===== config.mk =====
export PLATFORM = sky130hd
export DESIGN_NAME = inst_loader
export DESIGN_NICKNAME = d
export VERILOG_FILES = /design/src/rtl/inst_loader_pkg.sv /design/src/rtl/inst_loader.sv
export SDC_FILE = /design/constraint.sdc
export NUM_CORES = 1
export LEC_CHECK = 0
export CAP_MARGIN = 10
export CORE_MARGIN = 1.5
export CORE_UTILIZATION = 23
export DETAILED_ROUTE_END_ITERATION = 8
export DONT_BUFFER_PORTS = 1
export PLACE_DENSITY_LB_ADDON = 0.12
export REMOVE_ABC_BUFFERS = 1
export SLEW_MARGIN = 20
export SYNTH_ARGS = -nofsm -noshare
export SYNTH_HDL_FRONTEND = slang
export SYNTH_SLANG_ARGS = --single-unit

===== constraint.sdc =====
create_clock -name i_clk -period 1.99 [get_ports i_clk]
set_clock_uncertainty 0.05 [all_clocks]
set_input_delay 0.398 -clock i_clk [delete_from_list [all_inputs] [get_ports i_clk]]
set_output_delay 0.398 -clock i_clk [all_outputs]
set_load 0.01 [all_outputs]

===== src/rtl/inst_loader_pkg.sv =====
// inst_loader_pkg: shared bus widths, enable levels and load FSM states for the instruction loader
package inst_loader_pkg;
    localparam logic ChipEnable = 1'b1;
    localparam logic ChipDisable = 1'b0;
    localparam int InstAddrBus = 32;
    localparam int InstBus = 32;
    localparam logic [InstBus-1:0] ZeroWord = '0;
    localparam int InstMemNumLog2 = 10;
    typedef enum logic [1:0] {S_IDLE, S_LOAD, S_DONE} state_t;
endpackage


===== src/rtl/inst_loader.sv =====
// inst_loader: assembles a big-endian byte stream into words written sequentially to instruction RAM
module inst_loader
    import inst_loader_pkg::*;
#(
    parameter int MEM_LOG2 = InstMemNumLog2
) (
    input  logic                   i_clk,
    input  logic                   i_rst,
    input  logic                   i_start,
    input  logic [MEM_LOG2:0]      i_len,
    input  logic                   i_s_valid,
    input  logic [7:0]             i_s_data,
    output logic                   o_s_ready,
    output logic                   o_we,
    output logic [InstAddrBus-1:0] o_waddr,
    output logic [InstBus-1:0]     o_wdata,
    output logic                   o_busy,
    output logic                   o_done,
    output logic                   o_err,
    output logic                   o_cpu_hold
);
    localparam logic [MEM_LOG2:0] DEPTH = {1'b1, {MEM_LOG2{1'b0}}};

    state_t r_state, w_next;
    logic [MEM_LOG2:0] r_len, r_widx;
    logic [1:0] r_bcnt;
    logic [23:0] r_sh;
    logic r_we, r_err;
    logic [InstAddrBus-1:0] r_waddr;
    logic [InstBus-1:0] r_wdata;
    logic w_can_start, w_start_ok, w_start_bad, w_last, w_fire, w_word;

    assign w_can_start = i_start && r_state != S_LOAD;
    assign w_start_ok = w_can_start && i_len <= DEPTH;
    assign w_start_bad = w_can_start && i_len > DEPTH;
    // r_widx reaches r_len in the cycle the final write is on the port
    assign w_last = r_widx == r_len;
    assign w_fire = i_s_valid && o_s_ready;
    assign w_word = w_fire && r_bcnt == 2'd3;

    always_comb begin
        w_next = r_state;
        if (w_start_ok)
            w_next = (i_len == '0) ? S_DONE : S_LOAD;
        else if (r_state == S_LOAD && w_last)
            w_next = S_DONE;
    end

    always_ff @(posedge i_clk) begin
        if (!i_rst)
            r_state <= S_IDLE;
        else
            r_state <= w_next;
    end

    always_ff @(posedge i_clk) begin
        if (!i_rst) begin
            r_len <= '0;
            r_widx <= '0;
            r_bcnt <= '0;
            r_sh <= '0;
        end else if (w_start_ok) begin
            r_len <= i_len;
            r_widx <= '0;
            r_bcnt <= '0;
        end else if (w_fire) begin
            r_bcnt <= r_bcnt + 2'd1;
            r_sh <= {r_sh[15:0], i_s_data};
            if (w_word)
                r_widx <= r_widx + (MEM_LOG2+1)'(1);
        end
    end

    always_ff @(posedge i_clk) begin
        if (!i_rst) begin
            r_we <= ChipDisable;
            r_waddr <= ZeroWord;
            r_wdata <= ZeroWord;
            r_err <= 1'b0;
        end else begin
            r_we <= w_word ? ChipEnable : ChipDisable;
            r_err <= w_start_bad;
            if (w_word) begin
                r_waddr <= InstAddrBus'({r_widx, 2'b00});
                r_wdata <= {r_sh, i_s_data};
            end
        end
    end

    assign o_s_ready = r_state == S_LOAD && !w_last;
    assign o_we = r_we;
    assign o_waddr = r_waddr;
    assign o_wdata = r_wdata;
    assign o_busy = r_state == S_LOAD;
    assign o_done = r_state == S_DONE;
    assign o_err = r_err;
    assign o_cpu_hold = r_state != S_DONE;
endmodule


==> metrics.md <==
| Metric | Value |
|---|---|
| Status | finished clean |
| Final Cycle Share | 0.991 |
| Power share of the sequential group | 0.494 |
| Total die area | 18300 µm² |
| Rows | 48 |
| Synth warnings | 0 |
| Clk pwr share | 0.437 |
| Fin nets | 461 |
| Clock Path Buffers | 2 |
| Post-Route WL | ~9400 µm |
| CTS tree | done |
| Clock root buffer | clkbuf_16 |
| Global-route wire length before repair | 14700 µm |
| Die X | 135 µm |
| Post-Place Setup Slack | -0.0494 ns |
| Max Cap Viol | 0 |
| Placeable Area | 17200 µm² |
| Share of cells above drive strength 1 | 0.190 |
| Internal power | 2.93 mW |
| Switching share of power | 0.252 |
| Drt first-iter violations | 104 |
| Crit path DAT | between 1.5 and 2 ns |
| Largest net degree at the start of global routing | 90 |
| Post-DP HPWL | roughly 6400 µm |
| Top post-synthesis cells by area | dfxtp_1, mux2i_1, nand2_1 |
| Setup slack after layout | 0.0174 ns |
| H-tree Lvls | 3 |
| Clk Latency, worst-skew pair | around 0.35 ns |
| HP Class | input port to register |
| Post-synth top area cell | dfxtp_1 |
| Critical path launch point type | register |
| Yosys cell types | 37 |
| Via count | 2833 |
| EDFF count, synth | 0 |
| CP endpoint kind | output pin |
| N_diodes | 0 |
| # setup viols final | 0 |
| Clock transition at path regs | 0.07 ns |
| Die Ht | 135 µm |
| WL/cell | roughly 14 µm |
| DR DRC count | 0 |
| Final Cell Area | around 4700 µm² |
| Total negative slack | 0 ns |
| Worst Path Max Fanout | 3 |
| Total GRT Usage | 0.107 |
| Post-Synthesis Cells | 417 |
| Pleak | 1.61 nW |
| Clock sink count | 95 |
| Top post-synthesis cells by count | nand2_1, dfxtp_1, mux2i_1 |
| Min cycle time layout | 1.97 ns |
| VDD IR max | 391 µV |
| Worst slew margin | 0.302 |
| Max Fclk | just over 0.5 GHz |
| Final core utilization | 0.276 |
| Clock buffer count from CTS | 9 |
| RePlAce Congestion | 0.716 |
| Critical path class | register to output pin |
| Post-DRT Antenna Nets | 0 |
| I/O Buffers | 0 |
| RSZ-0062 raised after global routing | true |
| # IOs | a little over 90 |
| Vias in the first global route | 2781 |
| Grt total ovfl | 0 |
| Commonest register cell after synthesis | dfxtp_1 |
| Post-DP Area | 4310 µm² |
| Crit path required time | 1.54 ns |
| Async SR Flop Fraction | 0 |
| Yosys top cell area share | 0.472 |
| Sw Pwr | ~990 µW |
| P per Cell Area | 826 nW/µm² |
| Max Slew Vio Count | 0 |
| Comb power frac | 0.069 |
| Total Power | between 3 and 4 mW |
| Register area share after synthesis | 0.472 |
| DR pass1 iterations | 4 |
| Starting Density | 0.234 |
| Area growth syn-to-layout | 17.9% |
| Antenna violations before repair | 0 |
| Final Hold Fails | 0 |
| Post-Syn Area | 4030 µm² |
| Syn Area/Cell | 9.66 µm² |
| Vias per inst | roughly 4.3 |
| #FFs+latches synth | between 90 and 100 |
| Most common cell in the netlist | nand2_1 |
| Worst-margin pin slew | 1.05 ns |
-- repair_timing --
item,in CTS,in global routing
setup buffers,2,1
resized for setup,15,17
setup endpoints to repair,26,38
hold buffers,0,0
pin swaps,9,4
cloned,1,0
-- state kept, by name, summed over array words and instances, names as in the netlist --
signal / flops
o_waddr: 11
o_wdata: 32
r_widx: 11
r_len: 11
o_we: 1
o_err: 1
r_state: 2
r_bcnt: 2
r_sh: 24
-- kinds of logic (layout without fill, tap and decap cells) --
kind of cell / Yosys count / in the layout / share of synthesized area
fa+ha+maj: 2 / 2 / 0.00621
other cells: 1 / 21 / 0.000931
flops: 95 / 95 / 0.472
simple gates: 153 / 153 / 0.173
buf+inv: 49 / 53 / 0.0817
mux: 79 / 79 / 0.196
xor+xnor: 12 / 12 / 0.0280
compound gates: 26 / 26 / 0.0413
-- layer usage --
metal  global-route usage  vias to the layer above  part of all wire
met5                    0                        -                 0
met4               0.0675                        0             0.030
met3               0.0236                       16             0.040
met2                0.168                       65              0.47
met1                0.132                     1329              0.46
li1                     -                     1423                 -
-- path summary, 6_finish.rpt --
check                         startpoint                        to  slack (ns)  cells after the start
setup / recovery  r_widx[9]$_SDFFE_PP0P_                 o_s_ready        0.02                      5
hold / removal                     i_rst  o_wdata[18]$_SDFFE_PN0P_        0.14                      2
setup reg to reg  r_widx[9]$_SDFFE_PP0P_      r_sh[0]$_SDFFE_PN0P_        0.07                      5
hold reg to reg    r_sh[17]$_SDFFE_PN0P_  o_wdata[25]$_SDFFE_PN0P_        0.41                      2
-- through the flow --
| stage | hold slack (ns) | instances |
|---|---|---|
| 6_report | 0.138 | 666 |
| 2_1_floorplan | 0.388 | 393 |
| 3_3_place_gp | 0.399 | 646 |
| 5_1_grt | 0.139 | 666 |
| 4_1_cts | 0.124 | 665 |
| 3_5_place_dp | 0.412 | 646 |
-- cell usage in the layout, fill, tap and decap left out, drive strengths merged, types with 5 or more instances in the layout --
cell type / Yosys / layout
a21oi: 10 / 10
buf: 32 / 32
clkbuf: 12 / 10
conb: 1 / 21
dfxtp: 95 / 95
inv: 5 / 9
mux2i: 79 / 79
nand2: 100 / 100
nand3: 7 / 7
nor2: 16 / 16
o31ai: 5 / 5
or4: 8 / 8
xnor2: 12 / 12
-- critical path: stages, from the launching register on --
cell and delay [ns]:
dfxtp_2 0.34, xnor2_2 0.20, nand4_1 0.20, nor3_4 0.24
buf_6 0.15, nor2_4 0.04
-- final cells by class --
type                    instances  area [µm²]
flip-flops and latches         95        1920
clock buffers                  10         239
repair buffers                 32         270
clock inverters                 6        50.0
well taps                     225         282
fillers                      1839       12400
inverters                       5        18.8
multi-input cells             293        1970
-- power groups by stage --
stage	Combinational [mW]	Sequential, mW	Clock, mW
final	0.271	1.94	1.71
after global routing	0.296	1.94	1.86
after CTS	0.266	1.93	1.80
after detailed placement	0.237	1.98	0
after global placement	0.235	1.98	0
after floorplan	0.155	1.97	0
(Power assumes the default switching activity.)
